`config.mk`:
```
export PLATFORM = sky130hd
export DESIGN_NAME = hdmi_video_capture
export DESIGN_NICKNAME = d
export VERILOG_FILES = /design/src/rtl/hdmi_video_capture.sv
export SDC_FILE = /design/constraint.sdc
export NUM_CORES = 1
export LEC_CHECK = 0
export ABC_AREA = 1
export CAP_MARGIN = 20
export CORE_MARGIN = 3
export CORE_UTILIZATION = 54
export DETAILED_ROUTE_END_ITERATION = 16
export GPL_TIMING_DRIVEN = 1
export PLACE_DENSITY = 0.75
export RECOVER_POWER = 100
export SYNTH_ARGS = -nofsm -noshare
export SYNTH_HDL_FRONTEND = slang
export SYNTH_SLANG_ARGS = --single-unit
```
`constraint.sdc`:
```
create_clock -name clk_in -period 2.75 [get_ports clk_in]
set_input_delay 0.4125 -clock clk_in [delete_from_list [all_inputs] [get_ports clk_in]]
set_output_delay 0.4125 -clock clk_in [all_outputs]
set_load 0.02 [all_outputs]
```
`src/rtl/hdmi_video_capture.sv`:
```
// HDMI receiver front end: registers the parallel video bus, frames DE pixels into a
// valid/ready stream (SOF/EOL) through a small FWFT FIFO and measures active frame size.
module hdmi_video_capture #(
  parameter int DATA_W     = 24,
  parameter int FIFO_DEPTH = 16,
  parameter int DIM_W      = 12,
  parameter bit VS_POL     = 1'b1
) (
  input  logic              clk_in,
  input  logic              rst_in,
  input  logic [DATA_W-1:0] hdmi_data,
  input  logic              hdmi_hs,
  input  logic              hdmi_vs,
  input  logic              hdmi_de,
  input  logic              enable_in,
  output logic [DATA_W-1:0] pix_data_out,
  output logic              pix_sof_out,
  output logic              pix_eol_out,
  output logic              pix_valid_out,
  input  logic              pix_ready_in,
  output logic [DIM_W-1:0]  frame_width_out,
  output logic [DIM_W-1:0]  frame_height_out,
  output logic              frame_info_valid_out,
  output logic [15:0]       overflow_cnt_out,
  output logic              locked_out
);

  localparam int AW = $clog2(FIFO_DEPTH);
  localparam int FW = DATA_W + 2;
  localparam logic [DIM_W-1:0] DIM_MAX = '1;
  localparam logic [AW:0] CNT_FULL = (AW+1)'(FIFO_DEPTH);

  typedef enum logic [1:0] {IDLE = 2'd0, WAIT_VS = 2'd1, ACTIVE = 2'd2, DROP = 2'd3} state_e;

  function automatic logic [DIM_W-1:0] sat_inc(input logic [DIM_W-1:0] x);
    return (x == DIM_MAX) ? x : x + 1'b1;
  endfunction

  state_e            state_q, state_d;
  logic [DATA_W-1:0] data_s1_q, data_s1_d, data_s2_q, data_s2_d;
  logic              vs_s1_q, vs_s1_d, vs_prev_q, vs_prev_d, de_s1_q, de_s1_d;
  logic              hs_unused_q, hs_unused_d;
  logic              pv_s2_q, pv_s2_d, sof_pend_q, sof_pend_d;
  logic [AW-1:0]     wr_ptr_q, wr_ptr_d, rd_ptr_q, rd_ptr_d;
  logic [AW:0]       cnt_q, cnt_d;
  logic [DIM_W-1:0]  pix_cnt_q, pix_cnt_d, line_w_q, line_w_d, line_cnt_q, line_cnt_d;
  logic [DIM_W-1:0]  width_q, width_d, height_q, height_d;
  logic              info_q, info_d, locked_q, locked_d, ref_vld_q, ref_vld_d;
  logic [15:0]       ovf_q, ovf_d;
  logic [DIM_W-1:0]  pix_cnt_n, line_w_n, line_cnt_n;

  logic [FW-1:0] fifo_mem [FIFO_DEPTH];
  logic [FW-1:0] head, wr_word;
  logic pv_s1, vs_edge, full, rd_en, wr_try, wr_en, ovf_evt;

  assign pv_s1   = de_s1_q & ~vs_s1_q;
  assign vs_edge = vs_s1_q & ~vs_prev_q;
  assign full    = (cnt_q == CNT_FULL);
  assign rd_en   = pix_valid_out & pix_ready_in;
  assign wr_try  = pv_s2_q & (state_q == ACTIVE);
  // A read in the same cycle frees the slot, so a full FIFO still accepts the write.
  assign wr_en   = wr_try & (~full | rd_en);
  assign ovf_evt = wr_try & full & ~rd_en;
  // The held pixel ends its line when the pixel behind it is not qualified.
  assign wr_word = {sof_pend_q, ~pv_s1, data_s2_q};

  assign head                 = fifo_mem[rd_ptr_q];
  assign pix_valid_out        = (cnt_q != '0);
  assign pix_data_out         = pix_valid_out ? head[DATA_W-1:0] : '0;
  assign pix_eol_out          = pix_valid_out & head[DATA_W];
  assign pix_sof_out          = pix_valid_out & head[DATA_W+1];
  assign frame_width_out      = width_q;
  assign frame_height_out     = height_q;
  assign frame_info_valid_out = info_q;
  assign overflow_cnt_out     = ovf_q;
  assign locked_out           = locked_q;

  always_comb begin
    data_s1_d   = hdmi_data;
    vs_s1_d     = VS_POL ? hdmi_vs : ~hdmi_vs;
    de_s1_d     = hdmi_de;
    hs_unused_d = hdmi_hs;
    vs_prev_d   = vs_s1_q;
    data_s2_d   = data_s1_q;
    pv_s2_d     = pv_s1;

    wr_ptr_d = wr_en ? wr_ptr_q + 1'b1 : wr_ptr_q;
    rd_ptr_d = rd_en ? rd_ptr_q + 1'b1 : rd_ptr_q;
    cnt_d    = cnt_q;
    if (wr_en && !rd_en) cnt_d = cnt_q + 1'b1;
    else if (!wr_en && rd_en) cnt_d = cnt_q - 1'b1;

    sof_pend_d = sof_pend_q;
    if (wr_en) sof_pend_d = 1'b0;
    if (vs_edge) sof_pend_d = 1'b1;

    pix_cnt_n  = pix_cnt_q;
    line_w_n   = line_w_q;
    line_cnt_n = line_cnt_q;
    if (wr_try) begin
      if (!pv_s1) begin
        line_w_n   = sat_inc(pix_cnt_q);
        line_cnt_n = sat_inc(line_cnt_q);
        pix_cnt_n  = '0;
      end else begin
        pix_cnt_n = sat_inc(pix_cnt_q);
      end
    end

    state_d = state_q;
    case (state_q)
      IDLE:    if (enable_in) state_d = WAIT_VS;
      WAIT_VS: if (vs_edge) state_d = enable_in ? ACTIVE : IDLE;
      default: begin
        if (vs_edge) state_d = enable_in ? ACTIVE : IDLE;
        else if (ovf_evt) state_d = DROP;
      end
    endcase

    // Measurements live only inside an intact active frame.
    if (state_q == ACTIVE && !vs_edge && !ovf_evt) begin
      pix_cnt_d  = pix_cnt_n;
      line_w_d   = line_w_n;
      line_cnt_d = line_cnt_n;
    end else begin
      pix_cnt_d  = '0;
      line_w_d   = '0;
      line_cnt_d = '0;
    end

    width_d   = width_q;
    height_d  = height_q;
    info_d    = 1'b0;
    locked_d  = locked_q;
    ref_vld_d = ref_vld_q;
    if (vs_edge && state_q == ACTIVE && !ovf_evt && line_cnt_n != '0) begin
      width_d   = line_w_n;
      height_d  = line_cnt_n;
      info_d    = 1'b1;
      locked_d  = ref_vld_q && (line_w_n == width_q) && (line_cnt_n == height_q);
      ref_vld_d = 1'b1;
    end
    if (ovf_evt || state_d == IDLE) begin
      locked_d  = 1'b0;
      ref_vld_d = 1'b0;
    end

    ovf_d = (ovf_evt && ovf_q != 16'hFFFF) ? ovf_q + 1'b1 : ovf_q;
  end

  always_ff @(posedge clk_in) begin
    if (wr_en) fifo_mem[wr_ptr_q] <= wr_word;
  end

  always_ff @(posedge clk_in) begin
    if (rst_in) begin
      state_q     <= IDLE;
      data_s1_q   <= '0;
      data_s2_q   <= '0;
      vs_s1_q     <= 1'b0;
      vs_prev_q   <= 1'b0;
      de_s1_q     <= 1'b0;
      hs_unused_q <= 1'b0;
      pv_s2_q     <= 1'b0;
      sof_pend_q  <= 1'b0;
      wr_ptr_q    <= '0;
      rd_ptr_q    <= '0;
      cnt_q       <= '0;
      pix_cnt_q   <= '0;
      line_w_q    <= '0;
      line_cnt_q  <= '0;
      width_q     <= '0;
      height_q    <= '0;
      info_q      <= 1'b0;
      locked_q    <= 1'b0;
      ref_vld_q   <= 1'b0;
      ovf_q       <= '0;
    end else begin
      state_q     <= state_d;
      data_s1_q   <= data_s1_d;
      data_s2_q   <= data_s2_d;
      vs_s1_q     <= vs_s1_d;
      vs_prev_q   <= vs_prev_d;
      de_s1_q     <= de_s1_d;
      hs_unused_q <= hs_unused_d;
      pv_s2_q     <= pv_s2_d;
      sof_pend_q  <= sof_pend_d;
      wr_ptr_q    <= wr_ptr_d;
      rd_ptr_q    <= rd_ptr_d;
      cnt_q       <= cnt_d;
      pix_cnt_q   <= pix_cnt_d;
      line_w_q    <= line_w_d;
      line_cnt_q  <= line_cnt_d;
      width_q     <= width_d;
      height_q    <= height_d;
      info_q      <= info_d;
      locked_q    <= locked_d;
      ref_vld_q   <= ref_vld_d;
      ovf_q       <= ovf_d;
    end
  end

endmodule

```
==> qor.txt, run 1 <==
antenna diode count = 0
clk slew on worst S/H paths = 60 ps
Core Box Area = 41300 um2
grt ovf = 0
flop-to-flop setup slack = 170 ps
final setup violation count = 0
initial DRC count = 2065
final period utilization = 0.997
Hold Path Depth = 4
Netlist cell types = 47
area leader, netlist = edfxtp_1
Cell Area, Synth = 22800 um2
Initial Util = 0.553
status = finished, violations left
Sw Pwr = 6940 uW
Post-DP HPWL = 31100 um
Seq/Total Area, Yosys = 0.680
Worst R2R Path Depth = 15
fin. max-slew vios = 70
Clock Skew = 17.8 ps
initial antenna violation count = 0
cells after synthesis = 2105
TritonCTS clock tree = yes
Sw Share = 0.301
Residual DRC = 0
Max-Cap Viols = 2
register area = 15500 um2
RSZ-0062 raised after global routing = true
reg-to-reg startpoint = line_cnt_q[0]$_SDFF_PP0_
reg-to-reg endpoint = frame_height_out[8]$_SDFFE_PP0P_
die height = 212 um
maximum vdd drop = 0.573 mV
Critical Path Fanout Max = 13
Worst Setup EP = pix_sof_out
IO Pins = 100
Clk pwr share = 0.330
drt total wl = 59100 um
Final Util = 0.658
TritonCTS Buffers = 54
maximum root-to-sink buffer count = 3
share of cells above drive strength 1 = 0.122
multi-input logic area = 6350 um2
CTS H-tree depth = 2
Leakage = 0.00983 uW
Synth top area share = 0.547
Filler Cells Inserted = 2957
die width = 212 um
CTS Hold Bufs = 0
Hold Slack = 223 ps
Crit path required time = 2340 ps
Max transition margin = -0.262
synth top area cells = edfxtp_1 55%, dfxtp_1 13%, nor2_1 6.5%
router iterations before antenna repair = 6
Final ANT Viol Nets = 0
syn_nets = 2149
Via Count = 16900
Pwr per Cell Area = 848 nW/um2
Logic pwr share = 0.261
Avg Vias per Cell = 5.97
first-pass GRT wire length = 88900 um
clock latency at the later pin of the worst-skew pair = 600 ps
clock sinks = 567
register bit count reported by yosys = 567
critical path data arrival time = 2330 ps
Reg power frac = 0.409
FFs w/ async S/R, synth = 0
final hold vios = 0
CP Capture Type = output pin
row count = 74
Area growth syn-to-layout = 19.1%
Post-synth EDFFs = 416
Internal Power = 16100 uW
clock root cell = clkbuf_16
final net count = 2294
fin crit period = 2740 ps
vias in the first global route = 16300
Fmax achieved = 365 MHz
# port buffers = 98
largest net degree at the start of global routing = 53
failing checks = capacitance limit, slew limit
gpl congestion = 0.887
critical path launch point type = flip-flop
Synth Flop Type = edfxtp_1
gr usage total = 0.256
YS warnings = 0
WL/cell = 20.9 um
die area = 44800 um2
crit path kind = flip-flop to output pin
Pwr Total = 23100 uW
type of the worst min-delay path = input port to flip-flop
Slew @ Worst Pin = 1890 ps
Mapped Avg Cell Area = 10.8 um2
## synth_stat cells, types with 6 or more instances
cell and n:
nor3_1 13, ha_1 12, xor2_1 7, or2_2 8, nand3_1 91, o221ai_1 74
inv_1 156, nand4_1 16, nor2_1 397, nand2_1 224, o21ai_1 6, a21oi_2 11
clkbuf_1 97, o22ai_1 30, o21ai_0 254, edfxtp_1 416, a21oi_1 74, dfxtp_1 151
## layer usage
layer | wire (um) | global-route usage | part of all wire
met1 | 23200 | 0.344 | 0.39
met2 | 28300 | 0.420 | 0.48
met3 | 6020 | 0.0533 | 0.10
met4 | 1590 | 0.0891 | 0.027
met5 | 0 | 0 | 0
## timing repair
action / CTS / global route
buffers inserted: 2 / 15
setup endpoints to repair: 26 / 41
gates cloned: 5 / 7
pin swaps: 8 / 19
resized for setup: 132 / 53
## critical path, stage by stage (launching register included)
cell	delay (ps)
dfxtp_4	480
buf_6	170
buf_4	130
buf_16	150
nor2_1	60
o221ai_1	220
nand3_1	140
a21oi_2	230
buf_6	150
## cells by family after synthesis
| logic type | Yosys count | synth area share |
|---|---|---|
| and+or+nand+nor | 781 | 0.144 |
| adders and majority gates | 13 | 0.00746 |
| AOI/OAI and AO/OA | 461 | 0.118 |
| xor gates and xnor gates | 8 | 0.00307 |
| buffers and inverters | 275 | 0.0476 |
| DFF | 567 | 0.680 |
## state kept, by name, indices dropped and copies added (netlist names), 5 cells and up, named ones only
signal	cells
data_s1_q	24
data_s2_q	24
cnt_q	5
fifo_mem	416
frame_width_out	12
line_cnt_q	12
pix_cnt_q	12
overflow_cnt_out	16
frame_height_out	12
line_w_q	12
## final cells by class
type,instances,share of cell area
repair buffers,201,0.0799
multi-input cells,1264,0.234
clock buffers,74,0.0565
clock inverters,27,0.0112
well taps,532,0.0245
flip-flops and latches,567,0.571
inverters,162,0.0230
## worst min-delay path by stage
| stage | endpoint | from | slack [ps] |
|---|---|---|---|
| after floorplan | data_s2_q[0]$_SDFF_PP0_ | data_s1_q[0]$_SDFF_PP0_ | 390 |
| after global placement | data_s2_q[18]$_SDFF_PP0_ | data_s1_q[18]$_SDFF_PP0_ | 390 |
| after detailed placement | data_s2_q[1]$_SDFF_PP0_ | data_s1_q[1]$_SDFF_PP0_ | 400 |
| after CTS | line_cnt_q[11]$_SDFF_PP0_ | rst_in | 120 |
| after global routing | line_cnt_q[11]$_SDFF_PP0_ | rst_in | 230 |
| final | line_cnt_q[11]$_SDFF_PP0_ | rst_in | 220 |
## layout by cell type (no fill, tap or decap), types with 8 or more instances in the layout
master and n:
a21oi_1 65, a21oi_2 20, buf_12 17, buf_4 58
buf_6 14, clkbuf_1 15, clkbuf_16 60, clkbuf_4 10
clkbuf_8 11, clkdlybuf4s50_1 28, clkinv_1 9, clkinv_2 8
dfxtp_1 147, dlygate4sd3_1 43, edfxtp_1 416, ha_1 12
inv_1 154, nand2_1 224, nand3_1 92, nand4_1 16
nor2_1 382, nor2_4 18, nor3_1 13, o21ai_0 239
o21ai_1 21, o221ai_1 74, o22ai_1 30, or2_2 8
## stage by stage
stage / instances / setup WS [ps] / setup TNS (ps) / area [um2]
6_report: 2827 / 8.49 / 0 / 27200
5_1_grt: 2827 / -133 / -2260 / 27200
4_1_cts: 2805 / -48.6 / -130 / 27100
3_5_place_dp: 2697 / -6.04 / -6.04 / 25000
3_3_place_gp: 2697 / 5.64 / 0 / 25000
2_1_floorplan: 2105 / 27.6 / 0 / 22800
## power groups by stage
stage	sequential, uW	clock [uW]	combinational, uW
finish	9420	7610	6020
global route	9440	8030	6460
CTS	9410	7690	5390
detailed placement	9570	0	5180
global placement	9560	0	5000
floorplan	9500	0	2980
Power figures use the tool's default switching activity.
==> inputs of run 2 (changes only) <==
--- a/config.mk
+++ b/config.mk
@@ -6,6 +6,7 @@
 export NUM_CORES = 1
 export LEC_CHECK = 0
 export ABC_AREA = 1
+export ABC_CLOCK_PERIOD_IN_PS = 2750
 export CAP_MARGIN = 20
 export CORE_MARGIN = 3
 export CORE_UTILIZATION = 54
==> results of run 2 <==
No change in the layout: final DEF, timing and power equal those of run 1.
